**src/rtl/output_fill_multi.sv**
```systemverilog
// Output feature-map writer: accepts one NUM_CH-wide beat per pixel, applies optional ReLU,
// and serialises the channels to base + ch*stride + pixel, one registered write per cycle.
module output_fill_multi #(
  parameter int DATA_W = 16,
  parameter int ADDR_W = 10,
  parameter int NUM_CH = 4,
  parameter int SIZE_W = 8
) (
  input  logic                     w_clk,
  input  logic                     reset,
  input  logic                     start,
  input  logic [ADDR_W-1:0]        base_address,
  input  logic [SIZE_W-1:0]        featuremap_size,
  input  logic [ADDR_W-1:0]        channel_stride,
  input  logic                     relu_en,
  input  logic                     in_valid,
  input  logic [NUM_CH*DATA_W-1:0] in_data,
  output logic                     in_ready,
  output logic                     write_enable,
  output logic [ADDR_W-1:0]        c_address,
  output logic [DATA_W-1:0]        w_data,
  output logic                     busy,
  output logic                     done,
  output logic                     addr_wrap
);

  localparam int CH_W  = (NUM_CH > 1) ? $clog2(NUM_CH) : 1;
  localparam int SUM_W = ADDR_W + CH_W + SIZE_W + 2;

  typedef enum logic [1:0] {IDLE, ACCEPT, WRITE, DONE} state_t;

  state_t                   state_q, state_d;
  logic [CH_W-1:0]          ch_q, ch_d;
  logic [SIZE_W-1:0]        pixel_q, pixel_d;
  logic [SIZE_W-1:0]        size_q, size_d;
  logic [ADDR_W-1:0]        base_q, base_d;
  logic [ADDR_W-1:0]        stride_q, stride_d;
  logic                     relu_q, relu_d;
  logic [NUM_CH*DATA_W-1:0] hold_q, hold_d;
  logic                     in_ready_q, in_ready_d;
  logic                     we_q, we_d;
  logic [ADDR_W-1:0]        addr_q, addr_d;
  logic [DATA_W-1:0]        wdata_q, wdata_d;
  logic                     busy_q, busy_d;
  logic                     done_q, done_d;
  logic                     wrap_q, wrap_d;
  logic [DATA_W-1:0]        sel;
  logic [SUM_W-1:0]         sum;

  always_ff @(posedge w_clk or posedge reset) begin
    if (reset) begin
      state_q    <= IDLE;
      ch_q       <= '0;
      pixel_q    <= '0;
      size_q     <= '0;
      base_q     <= '0;
      stride_q   <= '0;
      relu_q     <= 1'b0;
      hold_q     <= '0;
      in_ready_q <= 1'b0;
      we_q       <= 1'b0;
      addr_q     <= '0;
      wdata_q    <= '0;
      busy_q     <= 1'b0;
      done_q     <= 1'b0;
      wrap_q     <= 1'b0;
    end else begin
      state_q    <= state_d;
      ch_q       <= ch_d;
      pixel_q    <= pixel_d;
      size_q     <= size_d;
      base_q     <= base_d;
      stride_q   <= stride_d;
      relu_q     <= relu_d;
      hold_q     <= hold_d;
      in_ready_q <= in_ready_d;
      we_q       <= we_d;
      addr_q     <= addr_d;
      wdata_q    <= wdata_d;
      busy_q     <= busy_d;
      done_q     <= done_d;
      wrap_q     <= wrap_d;
    end
  end

  always_comb begin
    state_d  = state_q;
    ch_d     = ch_q;
    pixel_d  = pixel_q;
    size_d   = size_q;
    base_d   = base_q;
    stride_d = stride_q;
    relu_d   = relu_q;
    hold_d   = hold_q;
    unique case (state_q)
      IDLE: begin
        if (start) begin
          base_d   = base_address;
          stride_d = channel_stride;
          size_d   = featuremap_size;
          relu_d   = relu_en;
          pixel_d  = '0;
          ch_d     = '0;
          state_d  = (featuremap_size == '0) ? DONE : ACCEPT;
        end
      end
      ACCEPT: begin
        if (in_valid && in_ready_q) begin
          hold_d  = in_data;
          ch_d    = '0;
          state_d = WRITE;
        end
      end
      WRITE: begin
        if (ch_q == CH_W'(NUM_CH - 1)) begin
          ch_d    = '0;
          pixel_d = pixel_q + SIZE_W'(1);
          state_d = ({1'b0, pixel_q} + (SIZE_W+1)'(1) == {1'b0, size_q}) ? DONE : ACCEPT;
        end else begin
          ch_d = ch_q + CH_W'(1);
        end
      end
      DONE:    state_d = IDLE;
      default: state_d = IDLE;
    endcase
  end

  // Output registers are loaded from the next-state values so each write lands one cycle after its decision.
  always_comb begin
    in_ready_d = (state_d == ACCEPT);
    busy_d     = (state_d == ACCEPT) || (state_d == WRITE);
    done_d     = (state_d == DONE);
    we_d       = (state_d == WRITE);
    addr_d     = addr_q;
    wdata_d    = wdata_q;
    wrap_d     = wrap_q;
    sel        = '0;
    for (int c = 0; c < NUM_CH; c++) begin
      if (ch_d == CH_W'(c)) sel = hold_d[c*DATA_W +: DATA_W];
    end
    sum = SUM_W'(base_d) + SUM_W'(ch_d) * SUM_W'(stride_d) + SUM_W'(pixel_d);
    if (state_q == IDLE && start) wrap_d = 1'b0;
    if (we_d) begin
      addr_d  = sum[ADDR_W-1:0];
      wdata_d = (relu_d && sel[DATA_W-1]) ? '0 : sel;
      if (|sum[SUM_W-1:ADDR_W]) wrap_d = 1'b1;
    end
  end

  assign in_ready     = in_ready_q;
  assign write_enable = we_q;
  assign c_address    = addr_q;
  assign w_data       = wdata_q;
  assign busy         = busy_q;
  assign done         = done_q;
  assign addr_wrap    = wrap_q;

endmodule

```
**config.mk**
```make
export PLATFORM = sky130hd
export DESIGN_NAME = output_fill_multi
export DESIGN_NICKNAME = d
export VERILOG_FILES = /design/src/rtl/output_fill_multi.sv
export SDC_FILE = /design/constraint.sdc
export NUM_CORES = 1
export LEC_CHECK = 0
export CORE_UTILIZATION = 50
export DETAILED_ROUTE_END_ITERATION = 16
export PLACE_DENSITY = 0.78
export SETUP_SLACK_MARGIN = 0.05
export SLEW_MARGIN = 20
export SYNTH_ARGS = -nofsm -noshare
export SYNTH_HDL_FRONTEND = slang
export SYNTH_SLANG_ARGS = --single-unit
```
**constraint.sdc**
```tcl
create_clock -name w_clk -period 9.1 [get_ports w_clk]
set_clock_uncertainty 0.05 [all_clocks]
set_input_delay 1.82 -clock w_clk [delete_from_list [all_inputs] [get_ports w_clk]]
set_output_delay 1.82 -clock w_clk [all_outputs]
set_load 0.1 [all_outputs]
```
==> qor_table.md, run 1 <==
| Stage | Result | Reported |
|---|---|---|
| outcome | Outcome | complete, no violations |
| final layout | Number of filler cells placed in the layout | 980 |
| timing | Slew of the pin with the lowest slew margin | 1.01 ns |
| pwr | Switching part of the total | 43.8% |
| cts | Clk_lat worst skew | 0.42 ns |
| pwr | Power share of the clock group | 19.4% |
| worst setup path | Register-to-Register Setup Slack | 3.62 ns |
| yosys | Number of nets in the synthesized netlist | 733 |
| worst setup path | Data required time at the worst endpoint | 9.35 ns |
| worst setup path | Kind of critical path | primary input to flop |
| yosys | Synth warnings | 0 |
| final layout | Antenna cell count | 0 |
| grt | Remaining Overflow, GRT | 0 |
| placed design | DP Wirelength | 11800 µm |
| cts | CTS tree | done |
| floorplanning | Effective utilization at floorplan | 52.0% |
| yosys | Most frequent cell after synthesis | dfrtp_1 |
| worst setup path | Critical Path Fanout Max | 23 |
| worst setup path | Launching element of the worst setup path | start |
| worst setup path | Delay-heaviest family, CP | adder cells |
| final layout | Layout Area Growth over Synthesis | 28.9% |
| final layout | Share of post-route cells with drive strength above 1 | 19.3% |
| worst hold path | Worst min-delay path class | flop to flop |
| yosys | Number of different library cells in the post-synthesis netlist | 61 |
| yosys | Post-Synth Adder-Cell Area | 8.48% |
| timing | Count of final hold-check violations | 0 |
| pwr | Internal power consumption | 2070 µW |
| yosys | Commonest cells in the netlist | 136 x dfrtp_1, 76 x mux2_2, 48 x nand2_1 |
| timing | Fraction of the cycle the final worst path needs | 75.0% |
| drt | Antenna-violating nets left | 0 |
| drt | Uppermost signal routing layer after detailed routing | met4 |
| yosys | Main combinational cell family by area after synthesis | multiplexers |
| pwr | Portion of total power attributed to combinational logic | 51.9% |
| yosys | Synthesized-area fraction occupied by ao, oa, aoi and oai cells | 12.9% |
| timing | Tightest hold margin | 0.427 ns |
| floorplanning | Overall die width | 120 µm |
| grt | Pin count of the biggest net entering global routing | 85 |
| cts | Root buffer selected by CTS | clkbuf_16 |
| pwr | Total power divided by cell area | 409 nW/µm² |
| worst setup path | Critical Path Max Stage Delay | 0.57 ns |
| floorplanning | Number of placement rows | 42 |
| drt | Average wire length per cell after detail routing | 18.7 µm |
| drt | Violation count after the first detailed-route iteration | 518 |
| timing | Setup repair after global routing missed its margin | false |
| worst setup path | Worst Setup Start Kind | primary input |
| timing | Max frequency | 146 MHz |
| yosys | Yosys reg bits | 136 |
| worst setup path | CP cell instances | clkdlybuf4s50_1 > nor2_1 > a21oi_1 > inv_1 > mux2i_4 > inv_1 > nand2_1 > fa_1 > fa_1 > inv_1 > ha_1 > fa_1 > a21o_1 > a21oi_1 > o21ai_0 > a31o_2 > a21oi_1 > xnor2_1 > mux2_2 |
| yosys | Area share of the largest cell type after synthesis | 48.9% |
| yosys | Multiplexer fraction of the synthesized cell area | 13.9% |
| worst setup path | Endpoint of the lowest-slack register-to-register path | c_address[9] |
| yosys | Leading area contributor after synthesis | dfrtp_1 |
| grt | Vias in the first global route | 5358 |
| yosys | Sequential cell area fraction in the yosys report | 48.9% |
| worst setup path | Number of buffers and inverters on the critical path | 4 |
| cts | Clock tree buffer depth | 2 |
| final layout | Area used by multi-input combinational logic | 3270 µm² |
| worst hold path | Worst hold endpoint | hold_q[3] |
| worst setup path | Reg2reg path depth | 19 |
| worst hold path | Hold Path Origin | hold_q[3] |
| cts | Setup bufs post-CTS | 0 |
| yosys | Synth Instances | 599 |
| pwr | Worst vdd ir | 0.000310 V |
| cts | Clock edge transition at the registers on the reported setup and hold paths | 0.06 ns |
| cts | Count of clock tree sinks | 136 |
| yosys | Prevailing post-synth register cell | dfrtp_1 |
| yosys | Cell area after synthesis | 6970 µm² |
| worst hold path | Number of cells on the worst hold path | 2 |
| final layout | Total non-filler cell area in the finished layout | 8980 µm² |
| final layout | Count of nets after finishing | 851 |
| placed design | Placed Instance Area | 8350 µm² |
| cts | Cells resized by post-CTS repair | 0 |
| yosys | Top cells by area, synth | dfrtp_1 49%, mux2_2 12%, fa_1 4.9% |
| pwr | Relative contribution of sequential cells to total power | 28.7% |
| yosys | Post-synth ARST share | 100% |
| cts | Post-CTS Hold Buffers | 0 |
| grt | Global-route wire length before repair | 27900 µm |
| pwr | Total leakage power | 0.00400 µW |
| worst setup path | Kind of end point of the critical path | flop |
| timing | Number of setup violations in the final report | 0 |
| flow run | Max_cap viols | 0 |
| yosys | Simple-gate share of the synthesized area | 9.34% |
| worst setup path | Reg-to-reg startpoint | ch_q[0] |
| drt | Vias after detailed routing | 5170 |
| drt | DRC Markers | 0 |
| drt | Total iterations of the first detailed-routing run | 5 |
| grt | Total GRT Usage | 25.5% |
| floorplanning | Die Footprint | 14400 µm² |
| drt | Drt via density | 5.71 |
| pwr | Power dissipated by switching net loads | 1610 µW |
| floorplanning | Number of primary I/O pins | 128 |
| drt | DRT Wirelength | 16900 µm |
| cts | Inserted Clock Buffers | 17 |
| placed design | Count of input and output buffers | 127 |
| drt | Routed met3 length | 887 µm |
| timing | Final Max Tran Viols | 0 |
| floorplanning | Std-Cell Core Area | 13400 µm² |
| timing | Summed negative setup slack over all endpoints | 0 ns |
| drt | Met1 layer wirelength in the final routing | 7220 µm |
| grt | Number of antenna violations at the first check in global routing | 0 |
| placed design | Routability congestion estimate from global placement | 0.892 |
| worst setup path | Cell with the biggest individual delay on the critical path | inv_1 |
| drt | Sum of met2 wire segment lengths after detailed routing | 8430 µm |
| floorplanning | Height of the die | 120 µm |
| timing | Worst-case headroom to the max-slew limit | 32.2% |
| worst setup path | WP data arrival | 7.08 ns |
| yosys | Mapped Avg Cell Area | 11.6 µm² |
| timing | Shortest period the worst path allows | 6.83 ns |
| cts | Number of H-tree branching levels | 4 |
| yosys | Number of enable-type register cells in the synthesized netlist | 0 |
| final layout | Footprint of the flip-flops and latches | 3400 µm² |
| yosys | Post-synthesis xor/xnor area fraction | 1.89% |
-- metrics by stage --
step | utilization, % | power, µW | instances | setup slack [ns]
2_1_floorplan | - | 2480 | 599 | 3.07
6_report | 67.0 | 3680 | 906 | 2.27
3_5_place_dp | 62.3 | 2940 | 874 | 1.47
4_1_cts | 66.9 | 3680 | 906 | 1.85
5_1_grt | 67.0 | 3890 | 906 | 2.05
3_3_place_gp | 62.3 | 2870 | 874 | 1.63
-- worst max-delay path by stage --
stage,to,slack [ns],depth (start not counted)
finish,c_address[9],2.27,19
global route,addr_wrap,2.05,19
CTS,c_address[9],1.85,19
detailed placement,addr_wrap,1.47,18
global placement,c_address[9],1.63,18
floorplan,c_address[9],3.07,19
-- layer usage --
metal,vias up,global-route usage (%)
li1,2372,-
met1,2575,33.2
met2,191,41.4
met3,32,5.42
met4,0,10.4
met5,-,0
-- placed cells by master (no fill, tap or decap), types with 4 or more instances in the layout --
| master | instances |
|---|---|
| mux2i_1 | 10 |
| dfrtp_1 | 136 |
| inv_1 | 42 |
| fa_1 | 17 |
| xor2_1 | 4 |
| a22o_1 | 5 |
| a21oi_1 | 29 |
| clkbuf_16 | 17 |
| a31oi_1 | 4 |
| nor3b_1 | 4 |
| nor2_1 | 19 |
| and3_1 | 4 |
| o21ai_0 | 14 |
| nor3_1 | 4 |
| and2_1 | 9 |
| mux2_2 | 76 |
| xnor2_1 | 11 |
| nand2_1 | 48 |
| a21o_1 | 4 |
| a221oi_1 | 30 |
| ha_1 | 20 |
| clkdlybuf4s50_1 | 127 |
| a22o_2 | 10 |
| nand3_1 | 16 |
-- cell families after synthesis --
family	Yosys count
buffers and inverters	77
DFF	136
AOI/OAI and AO/OA	120
muxes	87
xor gates and xnor gates	15
and+or+nand+nor	127
adders and majority gates	37
-- power groups by stage --
stage	clock network, µW	logic [µW]	registers, µW
floorplan	0	1020	1460
global placement	0	1820	1050
detailed placement	0	1880	1060
CTS	719	1910	1050
global route	747	2060	1080
finish	712	1910	1050
-- tightest hold or removal path: stages, from the launching register on --
cell and delay (ns):
dfrtp_1 0.34, nand2_1 0.05, nand2_1 0.05
-- flip-flops by register name, indices dropped and copies added (netlist names), 2 cells and up --
signal,count
w_data,16
pixel_q,8
state_q,2
hold_q,64
stride_q,10
base_q,10
c_address,10
size_q,8
ch_q,2
-- final cells by class --
| type | count | share of cell area [%] |
|---|---|---|
| Multi-Input combinational cell | 386 | 36.4 |
| Tap cell | 176 | 2.45 |
| Sequential cell | 136 | 37.9 |
| Inverter | 45 | 1.91 |
| Clock buffer | 22 | 5.28 |
| Timing Repair Buffer | 131 | 14.5 |
| Clock inverter | 10 | 1.57 |
Power figures use the tool's default switching activity.
==> run 2, diff against run 1 <==
==> constraint.sdc (replaced) <==
create_clock -name w_clk -period 6.7 [get_ports w_clk]
set_clock_uncertainty 0.05 [all_clocks]
set_input_delay 1.34 -clock w_clk [delete_from_list [all_inputs] [get_ports w_clk]]
set_output_delay 1.34 -clock w_clk [all_outputs]
set_load 0.1 [all_outputs]
==> qor_table.md, run 2 (synthesized netlist as in run 1, its figures left out) <==
| Stage | Result | Reported | vs previous |
|---|---|---|---|
| worst setup path | Worst Setup Start Kind | primary input | unchanged |
| final layout | Share of post-route cells with drive strength above 1 | 20.2% | was 19.3% |
| drt | Drt via density | 5.65 | was 5.71 |
| drt | Sum of met2 wire segment lengths after detailed routing | 8010 µm | was 8430 µm |
| worst setup path | Reg2reg path depth | 18 | was 19 |
| final layout | Number of filler cells placed in the layout | 1002 | was 980 |
| flow run | Max_cap viols | 0 | unchanged |
| final layout | Layout Area Growth over Synthesis | 29.4% | was 28.9% |
| final layout | Total non-filler cell area in the finished layout | 9010 µm² | was 8980 µm² |
| timing | Fraction of the cycle the final worst path needs | 85.2% |  |
| drt | Total iterations of the first detailed-routing run | 5 | unchanged |
| floorplanning | Height of the die | 120 µm | unchanged |
| cts | Clock tree buffer depth | 2 | unchanged |
| grt | Vias in the first global route | 5416 | was 5358 |
| grt | Global-route wire length before repair | 27500 µm | was 27900 µm |
| timing | Setup repair after global routing missed its margin | false | unchanged |
| pwr | Portion of total power attributed to combinational logic | 52.2% | was 51.9% |
| final layout | End-of-flow core utilization | 67.3% | was 67.0% |
| cts | Count of clock tree sinks | 136 | unchanged |
| placed design | Placed Instance Area | 8410 µm² | was 8350 µm² |
| final layout | Area used by multi-input combinational logic | 3260 µm² | was 3270 µm² |
| cts | Root buffer selected by CTS | clkbuf_16 | unchanged |
| drt | Average wire length per cell after detail routing | 18.1 µm | was 18.7 µm |
| timing | Summed negative setup slack over all endpoints | 0 ns | unchanged |
| grt | Number of antenna violations at the first check in global routing | 0 | unchanged |
| final layout | Most common library cell in the layout ignoring fill and taps | dfrtp_1 | unchanged |
| cts | Clk_lat worst skew | 0.43 ns | was 0.42 ns |
| floorplanning | Effective utilization at floorplan | 52.0% | unchanged |
| pwr | Total power divided by cell area | 554 nW/µm² | was 409 nW/µm² |
| drt | Met1 layer wirelength in the final routing | 7310 µm | was 7220 µm |
| grt | Pin count of the biggest net entering global routing | 72 | was 85 |
| pwr | Worst vdd ir | 0.000413 V | was 0.000310 V |
| cts | Clock edge transition at the registers on the reported setup and hold paths | 0.06 ns | about the same |
| cts | Number of H-tree branching levels | 4 | unchanged |
| worst setup path | Register-to-Register Setup Slack | 1.64 ns | was 3.62 ns |
| cts | Setup bufs post-CTS | 0 | unchanged |
| grt | Remaining Overflow, GRT | 0 | unchanged |
| timing | Count of final hold-check violations | 0 | unchanged |
| floorplanning | Die Footprint | 14400 µm² | unchanged |
| final layout | Count of nets after finishing | 858 | was 851 |
| final layout | Antenna cell count | 0 | unchanged |
| timing | Slew of the pin with the lowest slew margin | 0.984 ns | was 1.01 ns |
| drt | Routed met3 length | 824 µm | was 887 µm |
| drt | Uppermost signal routing layer after detailed routing | met4 | unchanged |
| final layout | Max reg flops | 64 | unchanged |
| floorplanning | Number of placement rows | 42 | unchanged |
| worst setup path | Launching element of the worst setup path | start | unchanged |
| final layout | Largest reg by FF count | hold_q | unchanged |
| worst setup path | Worst setup endpoint | c_address[9] | unchanged |
| cts | Post-CTS Hold Buffers | 0 | unchanged |
| floorplanning | Std-Cell Core Area | 13400 µm² | unchanged |
| timing | Final Max Tran Viols | 0 | unchanged |
| cts | Inserted Clock Buffers | 17 | unchanged |
| pwr | Total leakage power | 0.00402 µW | was 0.00400 µW |
| placed design | Count of input and output buffers | 127 | unchanged |
| timing | Number of setup violations in the final report | 0 | unchanged |
| grt | Total GRT Usage | 25.0% | was 25.5% |
| worst setup path | Data required time at the worst endpoint | 6.97 ns | was 9.35 ns |
| floorplanning | Overall die width | 120 µm | unchanged |
| timing | Max frequency | 175 MHz |  |
| worst setup path | Critical Path Fanout Max | 14 | was 23 |
| pwr | Power share of the clock group | 19.4% | about the same |
| worst setup path | Reg-to-reg startpoint | ch_q[0] | unchanged |
| placed design | DP Wirelength | 11400 µm | was 11800 µm |
| drt | DRT Wirelength | 16500 µm | was 16900 µm |
| floorplanning | Number of primary I/O pins | 128 | unchanged |
| worst setup path | Kind of end point of the critical path | flop | unchanged |
| timing | Shortest period the worst path allows | 5.71 ns |  |
| worst setup path | WP data arrival | 5.98 ns | was 7.08 ns |
| pwr | Relative contribution of sequential cells to total power | 28.4% | was 28.7% |
| cts | Cells resized by post-CTS repair | 0 | unchanged |
| pwr | Internal power consumption | 2800 µW | was 2070 µW |
| timing | Worst-case headroom to the max-slew limit | 34.2% | was 32.2% |
| drt | Violation count after the first detailed-route iteration | 410 | was 518 |
| pwr | Power dissipated by switching net loads | 2200 µW | was 1610 µW |
| pwr | Switching part of the total | 43.9% | was 43.8% |
| cts | CTS tree | done | unchanged |
| outcome | Outcome | complete, no violations | unchanged |
| worst setup path | Kind of critical path | primary input to flop | unchanged |
| drt | Antenna-violating nets left | 0 | unchanged |
| worst setup path | Endpoint of the lowest-slack register-to-register path | c_address[9] | unchanged |
| drt | DRC Markers | 0 | unchanged |
| placed design | Routability congestion estimate from global placement | 0.853 | was 0.892 |
| worst hold path | Worst min-delay path class | flop to flop | unchanged |
| final layout | Footprint of the flip-flops and latches | 3400 µm² | unchanged |
| drt | Vias after detailed routing | 5161 | was 5170 |
| final layout | Most frequent cells in the layout | 136 x dfrtp_1, 127 x clkdlybuf4s50_1, 76 x mux2_2 | unchanged |
==> run 2: worst max-delay path, stage by stage <==
cell	delay [ns]
clkdlybuf4s50_1	0.52
nor3b_4	0.26
buf_4	0.30
mux2_2	0.39
and2_1	0.18
fa_1	0.51
inv_1	0.06
fa_1	0.54
inv_1	0.08
fa_1	0.46
a21o_1	0.17
a21oi_1	0.25
o21ai_0	0.14
a31o_2	0.25
a21oi_1	0.18
xnor2_1	0.08
mux2_2	0.26
==> run 2: metal layers <==
metal | up-vias | track usage, %
met4 | 0 | 11.0
met3 | 35 | 5.09
met2 | 179 | 40.2
met1 | 2558 | 32.7
met5 | - | 0
li1 | 2389 | -
==> run 2: per-stage QoR <==
stage / setup slack (ns) / instances / power [µW] / hold WS [ns]
floorplan: 1.15 / 599 / 3370 / 0.398
global placement: 0.708 / 881 / 3930 / 0.409
detailed placement: 0.647 / 881 / 4000 / 0.414
CTS: 0.993 / 913 / 5010 / 0.430
global route: 0.752 / 913 / 5300 / 0.444
finish: 0.990 / 913 / 5000 / 0.430
==> run 2: how the worst min path moves through the flow <==
stage / from / end / slack (ns) / cells after the start
2_1_floorplan: hold_q[10] / hold_q[10] / 0.40 / 2
3_3_place_gp: hold_q[14] / hold_q[14] / 0.41 / 2
3_5_place_dp: hold_q[3] / hold_q[3] / 0.41 / 2
4_1_cts: hold_q[4] / hold_q[4] / 0.43 / 2
5_1_grt: hold_q[15] / hold_q[15] / 0.44 / 1
6_report: hold_q[3] / hold_q[3] / 0.43 / 2
==> run 2: final cells by class <==
class / count / share of cell area (%)
multi-input combinational: 386 / 36.1
timing repair buffer: 138 / 15.0
inverter: 45 / 1.90
tap: 176 / 2.44
sequential: 136 / 37.8
clock inverter: 14 / 1.89
clock buffer: 18 / 4.87
==> run 2: power by group through the flow <==
stage | clock network, µW | logic [µW] | registers (µW)
after floorplan | 0 | 1390 | 1980
after global placement | 0 | 2520 | 1410
after detailed placement | 0 | 2570 | 1430
after CTS | 977 | 2610 | 1420
after global routing | 1010 | 2820 | 1470
final | 968 | 2610 | 1420
==> run 3, diff against run 2 <==
--- a/config.mk
+++ b/config.mk
@@ -5,7 +5,9 @@
 export SDC_FILE = /design/constraint.sdc
 export NUM_CORES = 1
 export LEC_CHECK = 0
+export ABC_CLOCK_PERIOD_IN_PS = 6700
 export CORE_UTILIZATION = 50
+export CTS_CLUSTER_SIZE = 24
 export DETAILED_ROUTE_END_ITERATION = 16
 export PLACE_DENSITY = 0.78
 export SETUP_SLACK_MARGIN = 0.05
==> results of run 3 <==
No change in the layout: final DEF, timing and power equal those of run 2.
